[config.mk]
export PLATFORM = sky130hd
export DESIGN_NAME = seq_div32
export DESIGN_NICKNAME = d
export VERILOG_FILES = /design/src/rtl/seq_div32.sv
export SDC_FILE = /design/constraint.sdc
export NUM_CORES = 1
export LEC_CHECK = 0
export ABC_AREA = 1
export CORE_ASPECT_RATIO = 1.2
export CORE_MARGIN = 5
export CORE_UTILIZATION = 30
export CTS_BUF_LIST = sky130_fd_sc_hd__clkbuf_4 sky130_fd_sc_hd__clkbuf_8
export CTS_CLUSTER_DIAMETER = 150
export DETAILED_ROUTE_END_ITERATION = 16
export PLACE_DENSITY = 0.52
export SLEW_MARGIN = 0
export SYNTH_ARGS = -nofsm -noshare
export SYNTH_HDL_FRONTEND = slang
export SYNTH_SLANG_ARGS = --single-unit
[constraint.sdc]
create_clock -name clk_i -period 2.32 [get_ports clk_i]
set_clock_uncertainty 0.15 [all_clocks]
set_input_delay 0.464 -clock clk_i [delete_from_list [all_inputs] [get_ports clk_i]]
set_output_delay 0.464 -clock clk_i [all_outputs]
set_load 0.05 [all_outputs]
[src/rtl/seq_div32.sv]
// Restoring sequential divider: done_o WIDTH+1 edges after accept (1 edge for a zero divisor).
// No backpressure: start_i is only honoured in IDLE; results hold until the next completion.
module seq_div32 #(
  parameter int WIDTH = 32
) (
  input  logic             clk_i,
  input  logic             rst_i,
  input  logic             start_i,
  input  logic [WIDTH-1:0] dividend_i,
  input  logic [WIDTH-1:0] divisor_i,
  output logic             busy_o,
  output logic             done_o,
  output logic [WIDTH-1:0] quotient_o,
  output logic [WIDTH-1:0] remainder_o,
  output logic             div_zero_o
);

  localparam int CW = $clog2(WIDTH + 1);
  localparam logic [CW-1:0] LAST_STEP = CW'(WIDTH - 1);

  typedef enum logic [1:0] {
    IDLE = 2'd0,
    RUN  = 2'd1,
    DONE = 2'd2
  } state_t;

  state_t state, state_nxt;

  logic [CW-1:0]    cnt;
  logic [WIDTH-1:0] dvd_q;
  logic [WIDTH-1:0] dvs_q;
  logic [WIDTH-1:0] rem_q;

  logic             accept;
  logic             zero_div;
  logic             last_step;
  logic [WIDTH:0]   shifted;
  logic [WIDTH:0]   trial;
  logic             qbit;
  logic [WIDTH-1:0] rem_nxt;
  logic [WIDTH-1:0] quo_nxt;

  assign accept    = (state == IDLE) && start_i;
  assign zero_div  = (divisor_i == '0);
  assign last_step = (state == RUN) && (cnt == LAST_STEP);

  // dvd_q doubles as the quotient shift register: dividend bits leave at the
  // top while quotient bits enter at the bottom.
  assign shifted = {rem_q, dvd_q[WIDTH-1]};
  assign trial   = shifted + {1'b1, ~dvs_q} + {{WIDTH{1'b0}}, 1'b1};
  assign qbit    = ~trial[WIDTH];
  assign rem_nxt = qbit ? trial[WIDTH-1:0] : shifted[WIDTH-1:0];
  assign quo_nxt = {dvd_q[WIDTH-2:0], qbit};

  always_ff @(posedge clk_i) begin
    if (rst_i) begin
      state <= IDLE;
    end else begin
      state <= state_nxt;
    end
  end

  always_comb begin
    state_nxt = state;
    case (state)
      IDLE: begin
        if (start_i) begin
          state_nxt = zero_div ? DONE : RUN;
        end
      end
      RUN: begin
        if (cnt == LAST_STEP) begin
          state_nxt = DONE;
        end
      end
      DONE:    state_nxt = IDLE;
      default: state_nxt = IDLE;
    endcase
  end

  always_comb begin
    busy_o = (state != IDLE);
    done_o = (state == DONE);
  end

  always_ff @(posedge clk_i) begin
    if (rst_i) begin
      cnt         <= '0;
      dvd_q       <= '0;
      dvs_q       <= '0;
      rem_q       <= '0;
      quotient_o  <= '0;
      remainder_o <= '0;
      div_zero_o  <= 1'b0;
    end else begin
      if (accept && !zero_div) begin
        dvd_q <= dividend_i;
        dvs_q <= divisor_i;
        rem_q <= '0;
        cnt   <= '0;
      end
      if (accept && zero_div) begin
        quotient_o  <= '1;
        remainder_o <= dividend_i;
        div_zero_o  <= 1'b1;
      end
      if (state == RUN) begin
        rem_q <= rem_nxt;
        dvd_q <= quo_nxt;
        cnt   <= cnt + CW'(1);
      end
      if (last_step) begin
        quotient_o  <= quo_nxt;
        remainder_o <= rem_nxt;
        div_zero_o  <= 1'b0;
      end
    end
  end

endmodule

-- After elaboration in Yosys (flattened, before gate mapping)
Cells that the tools add are included.
- output and inout port bits: 67
- register bits after elaboration: 169
- equality and inequality tests: 5
- bitwise logic cells: 2
- reduce and logical (&&, ||, !) cells: 12
- multiplexer cells: 15
- add/sub/neg operators: 3
- operator list (cell ; count):
    two-way mux 32 bit ; 9
    adder 33 x 1 -> 33 bit, second input constant ; 1
    adder 33 bit ; 1
    zero test 32 bit ; 1
    inverter 32 bit ; 1
    two-way mux 6 bit ; 2
    adder 6 x 1 -> 6 bit, second input constant ; 1
    == test 6 x 5 -> 1 bit, second input constant ; 1
    two-way mux 2 bit ; 3
    nonzero test 2 bit ; 3
    logical AND 1 bit ; 4
    != test 2 bit, second input constant ; 2
    one-hot mux 2 bit (2 select lines) ; 1
    == test 2 x 1 -> 1 bit, second input constant ; 1
    == test 2 bit, second input constant ; 1
    zero test 2 bit ; 1
    AND reduction 2 bit ; 1
    OR reduction 2 bit ; 1
    zero test 1 bit ; 1
    inverter 1 bit ; 1

-- Logic depth before layout (Yosys ltp)
Gate-level depths: netlist (run 1).
- depth after elaboration: 5
- gate-level depth with buffers: 20
- depth with buffers taken out: 19

-- Worst setup path before layout (run 1)
Ideal clock, no wire load.
- path kind: reg-to-reg
- start: reg dvd_q[31]
- end: reg remainder_o[8]
- data arrival time: 2111 ps
- path slack: -50 ps
- clock period less this slack: 2370 ps
- cell stages (with the launch flop): 21
- cell sequence: dfxtp_1 -> inv_1 -> ha_1 -> fa_1 -> inv_1 -> nand2_1 -> nand2_1 -> nand3_1 -> nand2_2 -> nand2_1 -> nand2_2 -> nand2_1 -> nand2_1 -> nand2_2 -> nand2_4 -> buf_6 -> nand2_1 -> nand2_1 -> nand2_1 -> nand2_1 -> inv_1
- cells in the longest elaborated chain, start to end: 4
- ends and longest elaborated chain (element ; line ; text):
    from (decl) ; 30 ; logic [WIDTH-1:0] dvd_q;
    from (signal assigned) ; 97 ; dvd_q <= dividend_i;
    from (signal assigned) ; 109 ; dvd_q <= quo_nxt;
    adder 33 bit ; 50 ; assign trial = shifted + {1'b1, ~dvs_q} + {{WIDTH{1'b0}}, 1'b1};
    adder 33 x 1 -> 33 bit ; 50 ;
    two-way mux 32 bit ; 52 ; assign rem_nxt = qbit ? trial[WIDTH-1:0] : shifted[WIDTH-1:0];
    two-way mux 32 bit ; 112 ; if (last_step) begin
    to (signal assigned) ; 104 ; remainder_o <= dividend_i;
    to (signal assigned) ; 114 ; remainder_o <= rem_nxt;
    to (decl) ; 14 ; output logic [WIDTH-1:0] remainder_o,
Every way passes these cells.
A chain may end at the register's enable or synchronous reset.

-- Final worst setup path (run 1)
Ends and elaborated chain as after synthesis.

==> impl_metrics.toml, run 1 <==
[run_status]
status = "finished, violations left"
violations = "setup timing"

[synthesis]
synth_commonest_cells = "nand2_1 (452), inv_1 (229), dfxtp_1 (169), a21oi_1 (123), o21ai_0 (94)"
ys_async_sr_fraction_pct = 0
yosys.area.top_type = "dfxtp_1"
netlist_area_um2 = 9640
synth_edf_count = 0
yosys-top-cells-area = "dfxtp_1 (35%), nand2_1 (18%), inv_1 (8.9%), a21oi_1 (6.4%), o21ai_0 (4.9%)"
ys_warn_count = 0
avgSynthCellArea_um2 = 6.48
syn_nets = 1590
ys_ff_latch = 169
synthDistinctLibCells = 36
synth_top_area_share_pct = 35.1
ys.flop_type = "dfxtp_1"
post-synth-top-count-cell = "nand2_1"
postSynthCellCount = 1489
yosysSeqAreaShare_pct = 35.1

[worst_setup_path]
critical_path_required_ps = 2590
path_delay_family = "simple AND/OR/NAND/NOR gates"
critPathArrivalTime_ps = 2740
cpPeakStageDelay_ps = 350
crit_buf_inv = 5
crit_fanout = 6
crit_start = "dvd_q[31]$_SDFFE_PP0P_"
criticalPathCategory = "reg2reg"
rr_startpoint = "dvd_q[31]$_SDFFE_PP0P_"
crit_chain = "inv_2 -> ha_4 -> fa_2 -> inv_2 -> nand2_2 -> nand2_2 -> nand3_2 -> nand2_2 -> nand2_2 -> nand2_4 -> nand2_4 -> nand2_4 -> nand2_8 -> buf_12 -> buf_6 -> nand3b_1 -> nand2_2 -> nand2_2 -> nand2_1 -> inv_1"
cp_common_cell = "nand2_2"
slowest_stage = "fa_2"
startpoint_type = "register"
end_kind = "register"

[clock_tree]
cts_buffers = 17
clkLatencyLatePin_ps = 470
cts_buffer_depth = 2
cts_tree = "built"
cts.sinks = 169
clock-root-buffer = "clkbuf_8"
path_clk_slew_ps = 100
cts-hold-fix-buffers = 0
h-tree-depth = 4

[route]
vias = 10600
vias_per_cell = 4.73
drt-total-wl_um = 34600
route.detailed.drc = 0
firstDrtPassIters = 5
routedWlPerCell_um = 15.5
ant_nets = 0
drtIter0Drc = 580

[layout]
fin_util_pct = 45.4
area_growth_pct = 50.4
final_cell_area_um2 = 14500
antenna_cells = 0
layout.nets = 1920
drive_gt1_share_pct = 23.4
nFillCells = 3291

[min_path]
hp-start = "divisor_i[15]"
min-delay-path-class = "in2reg"

[floorplanning]
die_h_um = 206
fp-row-count = 72
core_um2 = 32000
io_pins = 134
fp.dieW_um = 174
dieArea_um2 = 35800
start_util_pct = 30.2

[global_route]
antenna_found_initial = 0
grt_pass1_vias = 10100
grt_overflow_total = 0
grt_max_degree = 73
grt_pass1_wl_um = 53100
grt_usage_pct = 18.3

[placement]
dp_hpwl_um = 25000
port_buffers = 133
gp_congestion = 0.905
post_dp_cell_area_um2 = 13100
pre_cts_slack_ps = -760

[power_and_ir_drop]
ir_drop_v = 0.000305
power_mw = 9.74
power_density_nw_per_um2 = 671
p_leak_nw = 7.24

[sta]
period_needed_ps = 2480
setup_viol = 65
hold_viol = 0
rsz0062_at_grt = "true"
worst_slack_ps = -155
drv_slew = 0
hold_ws_ps = 258
relSlewSlack_pct = 41.2
tightestPinTransition_ps = 882
min_period_over_period_pct = 107
max_freq_ghz = 0.404

[job]
maxCapViolations = 0
layout by cell type (no fill, tap or decap), drive strengths merged, types with 12 or more instances in the layout:
cell and count:
nand2 460, buf 244, inv 238, dfxtp 169, a21oi 123, o21ai 98, nand3 93, clkdlybuf4s50 92
nor2 76, ha 33, o221ai 32, dlymetal6s2s 30, a31oi 28, nand3b 25, clkbuf 23, xnor2 13
nand4 12
cells by family (layout without fill, tap and decap cells):
family / count (synthesis) / after routing / share of synthesized area (%)
adders and majority gates: 34 / 34 / 4.49
DFF: 169 / 169 / 35.1
and+or+nand+nor: 683 / 683 / 30.1
buffers and inverters: 304 / 646 / 12.5
xor gates and xnor gates: 15 / 15 / 1.36
AOI/OAI and AO/OA: 284 / 284 / 16.5
worst paths after layout:
| kind | slack (ps) | cells past startpoint | to |
|---|---|---|---|
| setup / recovery | -160 | 20 | remainder_o[8]$_SDFFE_PP0P_ |
| hold reg to reg | 330 | 2 | cnt[3]$_SDFFE_PP0P_ |
| setup reg to reg | -160 | 20 | remainder_o[8]$_SDFFE_PP0P_ |
| hold / removal | 260 | 4 | dvs_q[15]$_SDFFE_PP0P_ |
per-layer routing:
metal / up-vias / wire (um) / global-route usage [%]
li1: 5435 / - / -
met5: - / 0 / 0
met1: 4895 / 15500 / 23.3
met3: 33 / 1350 / 3.17
met2: 214 / 17000 / 32.2
met4: 0 / 761 / 4.98
worst reg2reg max path: cells and delay by family, from the launching register on:
kind | cells | cell delay, ps
and+or+nand+nor | 13 | 1020
DFF | 1 | 330
buffers and inverters | 5 | 430
adders and majority gates | 2 | 510
state kept, by name, indices dropped and copies added (netlist names):
signal	count
div_zero_o	1
cnt	6
quotient_o	32
dvs_q	32
dvd_q	32
state	2
rem_q	32
remainder_o	32
per-stage QoR:
step | instances | setup TNS [ps]
after global routing | 2238 | -15660
after detailed placement | 2189 | -101220
after floorplan | 1489 | 0
after global placement | 2189 | -101370
final | 2238 | -6590
after CTS | 2227 | -10240
final cells by class:
type / count / area (um2) / share of cell area, %
well taps: 407 / 509 / 3.51
clock inverters: 13 / 170 / 1.17
repair buffers: 380 / 3620 / 24.9
clock buffers: 18 / 241 / 1.66
multi-input cells: 1016 / 5700 / 39.3
inverters: 235 / 882 / 6.08
flip-flops and latches: 169 / 3390 / 23.4
power by group:
group / switching [mW] / internal (mW)
Sequential: 0.114 / 3.04
Combinational: 2.35 / 1.95
Clock: 1.19 / 1.08
Total: 3.66 / 6.08
timing repair:
item | 4_1_cts | 5_1_grt
setup buffers | 4 | 8
pin swaps | 21 | 37
gates resized for setup | 63 | 127
endpoints found under the hold margin | 0 | 0
gates cloned | 3 | 4
setup endpoints to repair | 159 | 146
(Power assumes the default switching activity.)
==> run 2: changes to the inputs <==
--- a/config.mk
+++ b/config.mk
@@ -9,10 +9,11 @@
 export CORE_ASPECT_RATIO = 1.2
 export CORE_MARGIN = 5
 export CORE_UTILIZATION = 30
-export CTS_BUF_LIST = sky130_fd_sc_hd__clkbuf_4 sky130_fd_sc_hd__clkbuf_8
+export CTS_BUF_LIST = sky130_fd_sc_hd__clkbuf_4 sky130_fd_sc_hd__clkbuf_8 sky130_fd_sc_hd__clkbuf_16
 export CTS_CLUSTER_DIAMETER = 150
 export DETAILED_ROUTE_END_ITERATION = 16
 export PLACE_DENSITY = 0.52
+export RECOVER_POWER = 100
 export SLEW_MARGIN = 0
 export SYNTH_ARGS = -nofsm -noshare
 export SYNTH_HDL_FRONTEND = slang
==> run 2 against run 1 <==
Against the previous run: the run still ends with setup timing left; cell area is 3.6% higher; flip-flop and latch count stayed put; clock power is 32% higher; worst setup slack worse by 45 ps; count of clock-buffer cells in the layout stayed put; hold slack better by 35 ps; first-iteration DRC count is 6.2% lower; critical path type unchanged; largest cell class unchanged; highest routed layer unchanged.
==> impl_metrics.toml, run 2 (same netlist as run 1, synthesis figures left out) <==
[run_status]
status = "finished, violations left"
violations = "setup timing"

[sta]
setup_viol = 140
worst_slack_ps = -200
rsz0062_at_grt = "true"
period_needed_ps = 2520
drv_slew = 0
relSlewSlack_pct = 42.7
hold_viol = 0
max_freq_ghz = 0.397
min_period_over_period_pct = 109
tightestPinTransition_ps = 860

[floorplanning]
die_h_um = 206
fp.dieW_um = 174
start_util_pct = 30.2
fp-row-count = 72
core_um2 = 32000
io_pins = 134
dieArea_um2 = 35800

[global_route]
grt_usage_pct = 18.6
grt_pass1_vias = 10300
grt_max_degree = 73
grt_pass1_wl_um = 53800
grt_overflow_total = 0
antenna_found_initial = 0

[layout]
multiInputGateArea_um2 = 5890
antenna_cells = 0
final_cells = 2244
area_growth_pct = 55.9
nFillCells = 3222
drive_gt1_share_pct = 25.0
final_common_cell = "nand2_1"
final_cell_area_um2 = 15000
layout.nets = 1926
fin_util_pct = 47.0
register_area_um2 = 3390
final_cell_mix = "nand2_1 (406), inv_1 (223), buf_4 (214)"

[min_path]
min_path_cells = 4
min-delay-path-class = "in2reg"

[power_and_ir_drop]
power_density_nw_per_um2 = 715
power_mw = 10.8
p_leak_nw = 7.32
ir_drop_v = 0.000463

[clock_tree]
cts_tree = "built"
cts_buffers = 17
path_clk_slew_ps = 70
cts_buffer_depth = 2
h-tree-depth = 4
clock-root-buffer = "clkbuf_16"
cts.sinks = 169
clkLatencyLatePin_ps = 440

[route]
routedWlPerCell_um = 15.6
firstDrtPassIters = 5
vias = 10700
drt-total-wl_um = 35000
route.detailed.drc = 0
ant_nets = 0
drtIter0Drc = 544
vias_per_cell = 4.75

[placement]
post_dp_cell_area_um2 = 13100
gp_congestion = 0.905
pre_cts_slack_ps = -760
dp_hpwl_um = 25000
port_buffers = 133
dp_cells = 2189

[worst_setup_path]
crit_fanout = 11
startpoint_type = "register"
r2r_cells = 17
critPathArrivalTime_ps = 2730
criticalPathCategory = "reg2reg"
end_kind = "register"
critical_path_required_ps = 2530

[job]
maxCapViolations = 0
[run 2: cell count changes in the layout (fill, tap and decap cells not counted), moves of 6 or more]
cell,previous run,this run
clkdlybuf4s50_1,92,99
nand3_4,1,7
a21oi_2,11,23
nand3_1,73,64
nand2_4,6,16
a21oi_1,111,99
clkbuf_16,4,24
nand2_1,414,406
dlygate4sd2_1,9,2
clkbuf_8,17,0
[run 2: metal layers]
layer	up-vias	part of all wire, %	track usage (%)
li1	5455	-	-
met1	4966	44	23.5
met2	216	50	32.6
met3	30	4.6	3.27
met4	0	2.0	5.35
met5	-	0	0
[run 2: what timing repair did]
| action | CTS | global route |
|---|---|---|
| buffers inserted | 4 | 9 |
| gates resized for setup | 89 | 133 |
| pin swaps | 25 | 58 |
| hold buffers | 0 | 0 |
| endpoints found under the setup margin | 169 | 139 |
| gates cloned | 4 | 8 |
[run 2: final timing paths]
check	slack, ps	end	startpoint
worst min register to register	320	cnt[3]$_SDFFE_PP0P_	cnt[3]$_SDFFE_PP0P_
worst min-delay path	290	dvs_q[17]$_SDFFE_PP0P_	divisor_i[17]
worst max register to register	-200	rem_q[31]$_SDFFE_PP0P_	dvd_q[31]$_SDFFE_PP0P_
worst max-delay path	-200	rem_q[31]$_SDFFE_PP0P_	dvd_q[31]$_SDFFE_PP0P_
[run 2: worst max-delay path, stage by stage (launching register included)]
cell and delay [ps]:
dfxtp_2 320, inv_2 50, ha_4 160, fa_2 350
inv_2 80, nand2_2 50, nand2_2 60, nand3_2 70
nand2_2 100, nand2_2 70, nand2_4 80, nand2_4 80
nand3_4 160, buf_4 230, nand3_1 150, nand2_4 110
nand2_1 50, a21oi_1 140
[run 2: where the power goes]
part / switching [mW] / internal, mW
logic: 2.49 / 2.10
registers: 0.115 / 3.05
clock network: 1.29 / 1.71
total: 3.90 / 6.86
[run 2: metrics by stage]
step                      setup TNS (ps)  hold WS (ps)
after detailed placement         -101220           304
after global placement           -101370           298
after CTS                          -9260           315
after floorplan                        0           285
after global routing              -33060           328
final                             -13850           293
[run 2: layout make-up]
class	count	area share (%)
Multi-Input combinational cell	1016	39.2
Timing Repair Buffer	386	25.0
Sequential cell	169	22.5
Inverter	235	5.87
Tap cell	407	3.39
Clock buffer	18	2.88
Clock inverter	13	1.13
==> run 3: changes to the inputs <==
--- a/config.mk
+++ b/config.mk
@@ -12,7 +12,8 @@
 export CTS_BUF_LIST = sky130_fd_sc_hd__clkbuf_4 sky130_fd_sc_hd__clkbuf_8 sky130_fd_sc_hd__clkbuf_16
 export CTS_CLUSTER_DIAMETER = 150
 export DETAILED_ROUTE_END_ITERATION = 16
-export PLACE_DENSITY = 0.52
+export GPL_ROUTABILITY_DRIVEN = 0
+export PLACE_DENSITY_LB_ADDON = 0.1
 export RECOVER_POWER = 100
 export SLEW_MARGIN = 0
 export SYNTH_ARGS = -nofsm -noshare
==> run 3 against run 2 <==
Against the previous run: flip-flop and latch count did not move; non-clock buffer count fell by 7; via count is 1.3% lower; the flow still finishes with violations (setup timing); critical endpoint is now rem_q[10]$_SDFFE_PP0P_; utilization shrank 0.18 points; fmax down 0.29%; cell area fell by 0.38%.
==> impl_metrics.toml, run 3 (same netlist as run 1, synthesis figures left out) <==
[run_status]
status = "finished, violations left"
violations = "setup timing"

[route]
firstDrtPassIters = 6
ant_nets = 0
routedWlPerCell_um = 15.9
drtIter0Drc = 521
route.detailed.drc = 0
drt-total-wl_um = 35600
vias_per_cell = 4.70
vias = 10500

[worst_setup_path]
crit_fanout = 6
reg2reg_to = "rem_q[10]$_SDFFE_PP0P_"
critical_path_required_ps = 2530
critPathArrivalTime_ps = 2730
cp-endpoint = "rem_q[10]$_SDFFE_PP0P_"
rrSetupSlack_ps = -210
rr_startpoint = "dvd_q[31]$_SDFFE_PP0P_"
criticalPathCategory = "reg2reg"
end_kind = "register"
crit_start = "dvd_q[31]$_SDFFE_PP0P_"
startpoint_type = "register"
r2r_cells = 18

[layout]
antenna_cells = 0
layout.nets = 1919
final_cell_mix = "nand2_1 (400), inv_1 (224), buf_4 (211)"
area_growth_pct = 55.3
final_common_cell = "nand2_1"
drive_gt1_share_pct = 25.4

[min_path]
hp-start = "divisor_i[18]"
min-delay-path-class = "in2reg"

[clock_tree]
cts-hold-fix-buffers = 0
cts_buffers = 17
h-tree-depth = 4
cts_tree = "built"
clkLatencyLatePin_ps = 430
path_clk_slew_ps = 70
cts_buffer_depth = 2
cts.sinks = 169
clock-root-buffer = "clkbuf_16"

[power_and_ir_drop]
power_density_nw_per_um2 = 730
p_leak_nw = 7.19
power_mw = 10.9
ir_drop_v = 0.000339

[job]
maxCapViolations = 0

[floorplanning]
dieArea_um2 = 35800
fp-row-count = 72
core_um2 = 32000
start_util_pct = 30.2
fp.dieW_um = 174
io_pins = 134
die_h_um = 206

[sta]
rsz0062_at_grt = "true"
worst_slack_ps = -208
drv_slew = 0
relSlewSlack_pct = 39.7
period_needed_ps = 2530
hold_viol = 0
max_freq_ghz = 0.396
setup_viol = 90
min_period_over_period_pct = 109
tightestPinTransition_ps = 905

[global_route]
grt_max_degree = 98
antenna_found_initial = 1
grt_overflow_total = 0
grt_usage_pct = 19.4
grt_pass1_wl_um = 55300
grt_pass1_vias = 10200

[placement]
dp_hpwl_um = 25700
pre_cts_slack_ps = -915
port_buffers = 133
==> run 3: changes by cell type in the layout (fill, tap and decap cells not counted), moves of 5 or more <==
| cell | before | now |
|---|---|---|
| dlygate4sd2_1 | 2 | 18 |
| nor2_2 | 17 | 7 |
| nor2_1 | 57 | 62 |
| a21oi_2 | 23 | 32 |
| dlymetal6s2s_1 | 28 | 9 |
| a21oi_1 | 99 | 90 |
| nand2_4 | 16 | 28 |
| nand2_1 | 406 | 400 |
| buf_12 | 18 | 12 |
| nor2_4 | 2 | 7 |
| clkbuf_16 | 24 | 17 |
| nand2_2 | 35 | 26 |
==> run 3: layout make-up <==
class | count | area (um2)
flip-flops and latches | 169 | 3390
multi-input cells | 1016 | 6080
well taps | 407 | 509
inverters | 235 | 882
repair buffers | 379 | 3500
clock buffers | 19 | 453
fillers | 3246 | 17000
clock inverters | 13 | 160
==> run 3: power breakdown <==
| part | switching [mW] | internal (mW) | leakage (nW) |
|---|---|---|---|
| logic | 2.65 | 2.10 | 5.51 |
| registers | 0.113 | 3.05 | 1.38 |
| clock network | 1.33 | 1.68 | 0.301 |
| total | 4.10 | 6.83 | 7.19 |
==> run 3: critical path, cell delays in order (launching register included) <==
cell	delay, ps
dfxtp_2	330
inv_2	50
ha_4	160
fa_2	360
inv_2	70
nand2_2	50
nand2_2	60
nand3_2	60
nand2_2	100
nand2_2	70
nand2_4	80
nand2_4	80
nand2_4	100
nand2_8	80
buf_12	150
buf_16	130
nand3b_1	140
nand3_2	90
a21oi_2	140
==> run 3: worst min path at each step <==
stage	to	slack [ps]	cells past startpoint
after detailed placement	cnt[3]$_SDFFE_PP0P_	310	2
after CTS	dvs_q[16]$_SDFFE_PP0P_	300	3
final	dvs_q[18]$_SDFFE_PP0P_	220	3
after global routing	dvs_q[15]$_SDFFE_PP0P_	250	3
after floorplan	dvs_q[10]$_SDFFE_PP0P_	290	2
after global placement	cnt[3]$_SDFFE_PP0P_	300	2
==> run 3: repair_timing <==
| action | in CTS | in global routing |
|---|---|---|
| pin swaps | 58 | 63 |
| cloned | 8 | 0 |
| buffers inserted | 9 | 4 |
| gates resized for setup | 149 | 118 |
| endpoints found under the setup margin | 171 | 105 |
==> run 3: routing by layer <==
| layer | GRT usage, % | wire length (um) | share of wire (%) | up-vias |
|---|---|---|---|---|
| met3 | 3.09 | 1270 | 3.6 | 25 |
| li1 | - | - | - | 5449 |
| met5 | 0 | 13 | 0.037 | - |
| met1 | 24.4 | 16100 | 45 | 4894 |
| met2 | 34.9 | 17800 | 50 | 153 |
| met4 | 4.70 | 420 | 1.2 | 2 |
==> run 3: stage by stage <==
step | instance area (um2) | TNS [ps] | hold slack [ps] | util [%] | cells
finish | 15000 | -10130 | 219 | 46.8 | 2238
global route | 15000 | -28460 | 245 | 46.8 | 2238
CTS | 14500 | -12640 | 301 | 45.3 | 2237
detailed placement | 13000 | -137770 | 307 | 40.8 | 2189
global placement | 13000 | -140250 | 299 | 40.8 | 2189
floorplan | 9650 | 0 | 285 | - | 1489
